File: src/rtl/cpu_pkg.sv
// Shared constants and state encodings for the serial boot loader.
package cpu_pkg;

  localparam int          RAM_AW  = 9;
  localparam logic [3:0]  WE_WORD = 4'b1111;

  typedef enum logic [2:0] {
    LEN_HI = 3'd0,
    LEN_LO = 3'd1,
    DATA   = 3'd2,
`ifdef BOOT_LOADER_CHECKSUM_EN
    CHECK  = 3'd3,
`endif
    DONE   = 3'd4,
    ERROR  = 3'd5
  } bl_state_t;

  typedef enum logic [1:0] {
    RX_IDLE  = 2'd0,
    RX_START = 2'd1,
    RX_DATA  = 2'd2,
    RX_STOP  = 2'd3
  } rx_state_t;

endpackage

File: src/rtl/boot_loader_if.sv
// RAM port-a write bus plus the cpu hold/status lines driven by the boot loader.
interface boot_loader_if;
  logic [3:0]               ram_we;
  logic [cpu_pkg::RAM_AW-1:0] ram_addr;
  logic [31:0]              ram_wdata;
  logic                     cpu_reset;
  logic                     done;
  logic                     error;

  modport master (output ram_we, ram_addr, ram_wdata, cpu_reset, done, error);
  modport slave  (input  ram_we, ram_addr, ram_wdata, cpu_reset, done, error);
endinterface

File: src/rtl/boot_loader_uart_rx.sv
// UART 8N1 receiver: 2-flop synchronizer, mid-bit sampling, 1-cycle byte/frame-error strobes.
module uart_rx
  import cpu_pkg::*;
#(
  parameter int CLKS_PER_BIT = 868
) (
  input  logic       clk,
  input  logic       reset,
  input  logic       rx,
  output logic       byte_valid,
  output logic [7:0] rx_byte,
  output logic       frame_err
);

  localparam int CNT_W = $clog2(CLKS_PER_BIT);
  localparam logic [CNT_W-1:0] HALF_LD = CNT_W'(CLKS_PER_BIT/2 - 1);
  localparam logic [CNT_W-1:0] FULL_LD = CNT_W'(CLKS_PER_BIT - 1);

  rx_state_t        state_q, state_d;
  logic [1:0]       sync_q;
  logic             prev_q;
  logic [CNT_W-1:0] cnt_q, cnt_d;
  logic [2:0]       bit_q, bit_d;
  logic [7:0]       sr_q, sr_d;
  logic             valid_q, valid_d;
  logic             ferr_q, ferr_d;
  logic             rx_s;

  assign rx_s = sync_q[1];

  always_ff @(posedge clk or negedge reset) begin
    if (!reset) begin
      state_q <= RX_IDLE;
      sync_q  <= 2'b11;
      prev_q  <= 1'b1;
      cnt_q   <= '0;
      bit_q   <= '0;
      sr_q    <= '0;
      valid_q <= 1'b0;
      ferr_q  <= 1'b0;
    end else begin
      state_q <= state_d;
      sync_q  <= {sync_q[0], rx};
      prev_q  <= rx_s;
      cnt_q   <= cnt_d;
      bit_q   <= bit_d;
      sr_q    <= sr_d;
      valid_q <= valid_d;
      ferr_q  <= ferr_d;
    end
  end

  always_comb begin
    state_d = state_q;
    cnt_d   = cnt_q;
    bit_d   = bit_q;
    sr_d    = sr_q;
    valid_d = 1'b0;
    ferr_d  = 1'b0;
    case (state_q)
      RX_IDLE: begin
        if (prev_q && !rx_s) begin
          state_d = RX_START;
          cnt_d   = HALF_LD;
        end
      end
      RX_START: begin
        if (cnt_q == '0) begin
          // a start bit that is high again at mid-bit was only a glitch
          if (rx_s) begin
            state_d = RX_IDLE;
          end else begin
            state_d = RX_DATA;
            cnt_d   = FULL_LD;
            bit_d   = '0;
          end
        end else begin
          cnt_d = cnt_q - 1'b1;
        end
      end
      RX_DATA: begin
        if (cnt_q == '0) begin
          sr_d  = {rx_s, sr_q[7:1]};
          cnt_d = FULL_LD;
          bit_d = bit_q + 3'd1;
          if (bit_q == 3'd7) state_d = RX_STOP;
        end else begin
          cnt_d = cnt_q - 1'b1;
        end
      end
      RX_STOP: begin
        if (cnt_q == '0) begin
          state_d = RX_IDLE;
          valid_d = rx_s;
          ferr_d  = !rx_s;
        end else begin
          cnt_d = cnt_q - 1'b1;
        end
      end
      default: state_d = RX_IDLE;
    endcase
  end

  assign byte_valid = valid_q;
  assign rx_byte    = sr_q;
  assign frame_err  = ferr_q;

endmodule

File: src/rtl/boot_loader.sv
// Serial image loader: writes big-endian words to ram port a and holds the cpu in reset until done.
// Optional trailing XOR checksum byte enabled by BOOT_LOADER_CHECKSUM_EN.
module boot_loader
  import cpu_pkg::*;
#(
  parameter int CLKS_PER_BIT = 868,
  parameter int RAM_WORDS    = 512
) (
  input  logic          clk,
  input  logic          reset,
  input  logic          rx,
  boot_loader_if.master bus
);

  logic             byte_valid, frame_err;
  logic [7:0]       rx_byte;

  bl_state_t        state_q, state_d;
  logic [15:0]      count_q, count_d;
  logic [31:0]      asm_q, asm_d;
  logic [1:0]       byte_cnt_q, byte_cnt_d;
  logic [RAM_AW-1:0] idx_q, idx_d;
  logic             wr_q, wr_d;
  logic [15:0]      len_w;

`ifdef BOOT_LOADER_CHECKSUM_EN
  localparam bl_state_t LOADED = CHECK;
  logic [7:0]       csum_q, csum_d;

  always_ff @(posedge clk or negedge reset) begin
    if (!reset) csum_q <= '0;
    else        csum_q <= csum_d;
  end
`else
  localparam bl_state_t LOADED = DONE;
`endif

  uart_rx #(.CLKS_PER_BIT(CLKS_PER_BIT)) u_rx (
    .clk        (clk),
    .reset      (reset),
    .rx         (rx),
    .byte_valid (byte_valid),
    .rx_byte    (rx_byte),
    .frame_err  (frame_err)
  );

  assign len_w = {count_q[15:8], rx_byte};

  always_ff @(posedge clk or negedge reset) begin
    if (!reset) begin
      state_q    <= LEN_HI;
      count_q    <= '0;
      asm_q      <= '0;
      byte_cnt_q <= '0;
      idx_q      <= '0;
      wr_q       <= 1'b0;
    end else begin
      state_q    <= state_d;
      count_q    <= count_d;
      asm_q      <= asm_d;
      byte_cnt_q <= byte_cnt_d;
      idx_q      <= idx_d;
      wr_q       <= wr_d;
    end
  end

  always_comb begin
    state_d    = state_q;
    count_d    = count_q;
    asm_d      = asm_q;
    byte_cnt_d = byte_cnt_q;
    idx_d      = idx_q;
    wr_d       = 1'b0;
`ifdef BOOT_LOADER_CHECKSUM_EN
    csum_d     = csum_q;
`endif
    if (frame_err && state_q != DONE && state_q != ERROR) begin
      state_d = ERROR;
    end else begin
      case (state_q)
        LEN_HI: begin
          if (byte_valid) begin
            count_d[15:8] = rx_byte;
            state_d       = LEN_LO;
          end
        end
        LEN_LO: begin
          if (byte_valid) begin
            count_d[7:0] = rx_byte;
            if (len_w == 16'd0)                  state_d = LOADED;
            else if (len_w > 16'(RAM_WORDS))     state_d = ERROR;
            else                                 state_d = DATA;
          end
        end
        DATA: begin
          // the last word leaves the index at N-1 so the address never wraps
          if (wr_q) begin
            if (16'(idx_q) == count_q - 16'd1) state_d = LOADED;
            else                               idx_d   = idx_q + 1'b1;
          end else if (byte_valid) begin
            asm_d      = {asm_q[23:0], rx_byte};
            byte_cnt_d = byte_cnt_q + 2'd1;
            wr_d       = (byte_cnt_q == 2'd3);
`ifdef BOOT_LOADER_CHECKSUM_EN
            csum_d     = csum_q ^ rx_byte;
`endif
          end
        end
`ifdef BOOT_LOADER_CHECKSUM_EN
        CHECK: begin
          if (byte_valid) state_d = (rx_byte == csum_q) ? DONE : ERROR;
        end
`endif
        default: state_d = state_q;
      endcase
    end
  end

  assign bus.ram_we    = (wr_q && state_q == DATA) ? WE_WORD : 4'b0000;
  assign bus.ram_addr  = idx_q;
  assign bus.ram_wdata = asm_q;
  assign bus.cpu_reset = (state_q != DONE);
  assign bus.done      = (state_q == DONE);
  assign bus.error     = (state_q == ERROR);

endmodule

File: src/flat_wrapper.sv
// flat-port wrapper written by rule: the top's interface ports become plain ports
module boot_loader_flat import cpu_pkg::*;
#(
  parameter int CLKS_PER_BIT = 868,
  parameter int RAM_WORDS    = 512
)
  (clk, reset, rx, bus_ram_we, bus_ram_addr, bus_ram_wdata, bus_cpu_reset, bus_done, bus_error);
  boot_loader_if bus_i ();
  input  logic clk;
  input  logic reset;
  input  logic rx;
  output wire logic [$bits(bus_i.ram_we)-1:0] bus_ram_we;
  output wire logic [$bits(bus_i.ram_addr)-1:0] bus_ram_addr;
  output wire logic [$bits(bus_i.ram_wdata)-1:0] bus_ram_wdata;
  output wire logic [$bits(bus_i.cpu_reset)-1:0] bus_cpu_reset;
  output wire logic [$bits(bus_i.done)-1:0] bus_done;
  output wire logic [$bits(bus_i.error)-1:0] bus_error;
  assign bus_ram_we = bus_i.ram_we;
  assign bus_ram_addr = bus_i.ram_addr;
  assign bus_ram_wdata = bus_i.ram_wdata;
  assign bus_cpu_reset = bus_i.cpu_reset;
  assign bus_done = bus_i.done;
  assign bus_error = bus_i.error;
  boot_loader #(.CLKS_PER_BIT(CLKS_PER_BIT), .RAM_WORDS(RAM_WORDS)) u_core (.clk(clk), .reset(reset), .rx(rx), .bus(bus_i));
endmodule
File: config.mk
export PLATFORM = sky130hd
export DESIGN_NAME = boot_loader_flat
export DESIGN_NICKNAME = d
export VERILOG_FILES = /design/src/rtl/cpu_pkg.sv /design/src/rtl/boot_loader_if.sv /design/src/rtl/boot_loader_uart_rx.sv /design/src/rtl/boot_loader.sv /design/src/flat_wrapper.sv
export SDC_FILE = /design/constraint.sdc
export NUM_CORES = 1
export LEC_CHECK = 0
export ABC_CLOCK_PERIOD_IN_PS = 2400
export CAP_MARGIN = 20
export CORE_UTILIZATION = 51
export CTS_CLUSTER_DIAMETER = 100
export DETAILED_ROUTE_END_ITERATION = 7
export HOLD_SLACK_MARGIN = 0.06
export PLACE_DENSITY = 0.73
export SETUP_SLACK_MARGIN = 0.4
export SYNTH_ARGS = -nofsm -noshare
export SYNTH_HDL_FRONTEND = slang
export SYNTH_SLANG_ARGS = --single-unit
File: constraint.sdc
create_clock -name clk -period 2.4 [get_ports clk]
set_input_delay 0.48 -clock clk [delete_from_list [all_inputs] [get_ports clk]]
set_output_delay 0.48 -clock clk [all_outputs]
set_load 0.02 [all_outputs]
* Word-level counts from Yosys, hierarchy flattened *
Index checks and enable logic that the tools add are counted.

storage, ports and cells
  flip-flop bits (word level) = 91
  output and inout port bits = 48
  input port bits = 3

operators by class
  $add $sub $neg = 5
  equality and inequality tests = 24
  bitwise gates (word level) = 3
  muxes and demuxes = 34
  reduce and logical (&&, ||, !) cells = 20
  $lt $le $gt $ge = 1

operator list
  operator                                                                            count
  10-bit two-way mux                                                                  5
  10-bit one-hot mux with 4 select lines                                              1
  3-bit two-way mux                                                                   10
  9-bit by 16-bit == test with 1-bit output                                           1
  16-bit by 10-bit greater-than comparator with 1-bit output (second input constant)  1
  16-bit zero test                                                                    1
  16-bit by 1-bit subtractor with 16-bit output (second input constant)               1
  2-bit != test (second input constant)                                               7
  2-bit two-way mux                                                                   6
  4-bit AND reduction                                                                 3
  10-bit zero test                                                                    1
  5-bit AND reduction                                                                 2
  10-bit by 1-bit subtractor with 10-bit output (second input constant)               1
  9-bit by 1-bit adder with 9-bit output (second input constant)                      1
  3-bit == test (second input constant)                                               3
  3-bit != test (second input constant)                                               3
  3-bit one-hot mux with 3 select lines                                               1
  3-bit AND reduction                                                                 3
  1-bit two-way mux                                                                   8
  2-bit one-hot mux with 4 select lines                                               1
  2-bit == test (second input constant)                                               3
  3-bit by 1-bit != test with 1-bit output (second input constant)                    2
  3-bit by 2-bit != test with 1-bit output (second input constant)                    2
  3-bit one-hot mux with 2 select lines                                               1
  other kinds (14)                                                                    19

* Logic depth before layout (Yosys ltp) *
  depth in word-level cells = 6
  depth in mapped cells = 9
  mapped depth without buffers = 9

* Modules after synthesis *
A second synthesis with hierarchy kept.

unflattened totals
  cells, all modules = 383
  area, all modules = 4543.1 µm²

by module, submodules not included
  module       seq. area each (µm²)  times used  cells each  area an instance (µm²)
  boot_loader  1576.5                1           247         2999.1
  uart_rx      704.4                 1           136         1544.0

* Least setup slack after synthesis *
OpenSTA, ideal clock, no wires.

  path type = reg2reg
  start = register u_core.count_q[0]
  end = register u_core.idx_q[1] (netlist: u_core.bus.ram_addr[1])
  library setup time = 0.125 ns
  buffers on the path = 0
  cell stages (with the launch flop) = 9
  arrival = 2.226 ns
  path slack = 0.049 ns
  path through = dfrtp_1 inv_1 ha_1 nor2b_1 nand3_1 a2111o_1 a32oi_2 a31oi_4 mux2_4

between the ends
  word-level cells in the longest chain between the ends = 4

ends and longest elaborated chain
  item                                           RTL line           text
  from (decl)                                    boot_loader.sv:19  logic [15:0] count_q, count_d;
  from (signal assigned)                         boot_loader.sv:59  count_q <= count_d;
  16-bit by 1-bit subtractor with 16-bit output  boot_loader.sv:98  if (16'(idx_q) == count_q - 16'd1) state_d = LOADED;
  9-bit by 16-bit == test with 1-bit output      boot_loader.sv:98
  1-bit inverter (no source line)                --
  4-bit AND reduction (no source line)           --
  to (signal assigned)                           boot_loader.sv:62  idx_q <= idx_d;
  to (decl)                                      boot_loader.sv:22  logic [RAM_AW-1:0] idx_q, idx_d;

Every way passes these cells.
A chain may end at the register's enable or synchronous reset.

* Worst setup path after layout *
Ends and elaborated chain as after synthesis.

==> flow_metrics.tcl <==
set metrics [dict create \
    numPortBuffers 50 \
    ys_ff_latch 91 \
    die_area_mm2 0.00925 \
    r2r_slack_ps 80 \
    antenna_found_initial 0 \
    grt_max_degree 49 \
    worstSetupStartpointType "flop" \
    totalWireLength_mm 10.1 \
    clock_sinks 91 \
    grt_pass1_wl_mm 16.2 \
    synth_edf_count 0 \
    maxSlewHeadroom_pct 61.7 \
    synthArstFlopShare_pct 100 \
    hold_viol_final 0 \
    ant_nets 0 \
    grt.total_usage_pct 22.9 \
    status "finished, final reports clean" \
    drive_gt1_share_pct 35.4 \
    num_vias 3536 \
    coreArea_mm2 0.00838 \
    syn_nets 432 \
    path_cells "or4_4, o211a_1, o211ai_1, a32oi_4, a31oi_4, mux2_4" \
    slowest_delay_ps 580 \
    cts_made_buffers 9 \
    ios 51 \
    fmax_ghz 0.431 \
    pwr-share-comb_pct 31.2 \
    synth_ff_type "dfrtp_1" \
    diodes 0 \
    critPathKind "flop to flop" \
    min_path_type "input pin to async pin" \
    avgViaCountPerCell 5.79 \
    setup_viol 0 \
    p_sw_share_pct 35.4 \
    vdd_ir_drop_max_v 0.000984 \
    post-route-min-period_ps 2320 \
    placed_cells 571 \
    cp.required_ps 2650 \
    avgRoutedWirePerCell_um 16.5 \
    hpwl_mm 6.64 \
    htreeDepth 3 \
    drtIter0Drc 160 \
    fin_cells 611 \
    placementRows 33 \
    p_sw_mw 1.46 \
    avgSynthCellArea_um2 10.8 \
    finalNetCount 515 \
    areaGrowthSynthToFinish_pct 32.2 \
    clkTransAtPathRegs_ps 110 \
    clockRootBuffer "clkbuf_8" \
    synth_area_mm2 0.00452 \
    cp.arrival_ps 2570 \
    finalCritPeriodShare_pct 96.7 \
    slew_violations 0 \
    clockPowerShare_pct 25.9 \
    power_frac_seq_pct 42.9 \
    drv_cap 0 \
    busiest_layer "met2" \
    grt.met2_usage_pct 39.4 \
    yosysTopAreaCellShare_pct 48.7 \
    clk_latency_ps 370 \
    cp_slowest_cell "or4_4" \
    drc 0 \
    clock_path_buffers 2 \
    die_h_um 96.2 \
    synth_cell_types 61 \
    most-common-layout-cells "dfrtp_1 (82), mux2_2 (49), nand2_1 (38)" \
    yosysSeqAreaShare_pct 50.4 \
    finalClockSkew_ps 20.4 \
    design_power_total_mw 4.13 \
    die_w_um 96.2 \
    internal_power_mw 2.67 \
    met1_usage_pct 29.2 \
    grt-ovfl-total 0 \
    syn_inst 418 \
    fill_cells 593 \
    place_congestion 0.836 \
    end_kind "flop" \
    detail_route.first_pass.iterations 4 \
    start_util_pct 54.0 \
    grt_use_met3_pct 4.19 \
    synth_area_leaders "dfrtp_1 (49%), mux2_2 (12%), nand2_1 (3.7%)" \
    ys.warnings.count 0 \
    layout.cells.most_common "dfrtp_1" \
    p_per_area_mw_per_mm2 691 \
    rsz0062_at_grt "true" \
    grt_pass1_vias 3383 \
    worst_pin_slew_ps 575 \
    worstPathMaxFanout 5 \
    leakage_nw 2.90 \
    cts_tree "yes" \
    synth_top_cell_by_area "dfrtp_1" \
]
worst max-delay path, delay by kind of cell (launching register included):
kind | cells | cell delay [ps]
compound gates | 4 | 900
simple gates | 1 | 580
flops | 1 | 430
mux | 1 | 320
cell usage after synthesis, drive strengths merged (3+ instances only):
cell type	instances
o21ai	20
inv	17
xnor2	14
and3	4
nor2	30
a31oi	4
dfrtp	88
a21oi	22
or3	3
nor4	9
buf	6
nor4b	3
nand3	5
mux2	50
xor2	3
dfstp	3
nand4	7
nand2b	8
or4	4
nand2	44
nor3	11
clkbuf	12
ha	11
sequential cells by signal, summed over array words and instances (netlist names), named ones only:
signal and cells:
u_core.bus.ram_wdata 32, u_core.count_q 16, u_core.u_rx.cnt_q 10, u_core.bus.ram_addr 9
u_core.u_rx.rx_byte 8, u_core.state_q 3, u_core.u_rx.bit_q 3, u_core.byte_cnt_q 2
u_core.u_rx.sync_q 2, u_core.u_rx.byte_valid 1, u_core.u_rx.frame_err 1, u_core.u_rx.prev_q 1
u_core.u_rx.state_q 1, u_core.wr_q 1
area by class of cell:
type	instances	area, µm²	share of cell area (%)
Multi-Input combinational cell	293	2430	40.7
Sequential cell	91	2290	38.3
Timing Repair Buffer	89	845	14.1
Tap cell	105	131	2.20
Clock buffer	9	124	2.07
Clock inverter	7	93.8	1.57
Inverter	17	63.8	1.07
per-layer routing:
layer	vias to the layer above	part of all wire, %
met4	0	1.4
li1	1672	-
met1	1785	43
met5	-	0
met2	64	52
met3	15	3.6
metrics by stage:
step	TNS, ps	hold WS, ps	utilization (%)	cell area (µm²)	setup slack, ps
global route	-2.17	131	71.3	5980	-2.17
finish	0	82.8	71.3	5980	78.1
floorplan	0	184	-	4630	142
detailed placement	0	349	63.2	5290	19.4
CTS	0	110	69.1	5790	96.1
global placement	0	347	63.2	5290	65.2
final timing paths:
check,startpoint,to,cells after the start
worst max-delay path,u_core.count_q[0]$_DFFE_PN0P_,u_core.bus.ram_addr[1]$_DFFE_PN0P_,6
worst min-delay path,reset,u_core.byte_cnt_q[0]$_DFFE_PN0P_,1
worst max register to register,u_core.count_q[0]$_DFFE_PN0P_,u_core.bus.ram_addr[1]$_DFFE_PN0P_,6
worst min register to register,u_core.u_rx.sync_q[0]$_DFF_PN1_,u_core.u_rx.sync_q[1]$_DFF_PN1_,0
max in group asynchronous,reset,u_core.u_rx.sync_q[0]$_DFF_PN1_,2
min in group clk,u_core.u_rx.sync_q[0]$_DFF_PN1_,u_core.u_rx.sync_q[1]$_DFF_PN1_,0
power by group through the flow:
stage / combinational (mW) / sequential (mW) / clock [mW]
2_1_floorplan: 0.702 / 1.76 / 0
3_3_place_gp: 0.876 / 1.78 / 0
3_5_place_dp: 0.915 / 1.79 / 0
4_1_cts: 1.12 / 1.76 / 1.10
5_1_grt: 1.41 / 1.79 / 1.16
6_report: 1.29 / 1.77 / 1.07
logic make-up after synthesis:
logic type / after synthesis / share of synthesized area (%)
mux: 51 / 12.8
fa+ha+maj: 11 / 3.04
simple gates: 137 / 15.5
buf+inv: 35 / 3.37
xor+xnor: 17 / 3.29
compound gates: 76 / 11.6
flops: 91 / 50.4
what timing repair did:
item / CTS / global route
hold buffers: 0 / 0
resized for setup: 46 / 50
pin swaps: 22 / 20
setup endpoints to repair: 41 / 57
setup buffers: 15 / 8
cloned: 1 / 0
(Power assumes the default switching activity.)
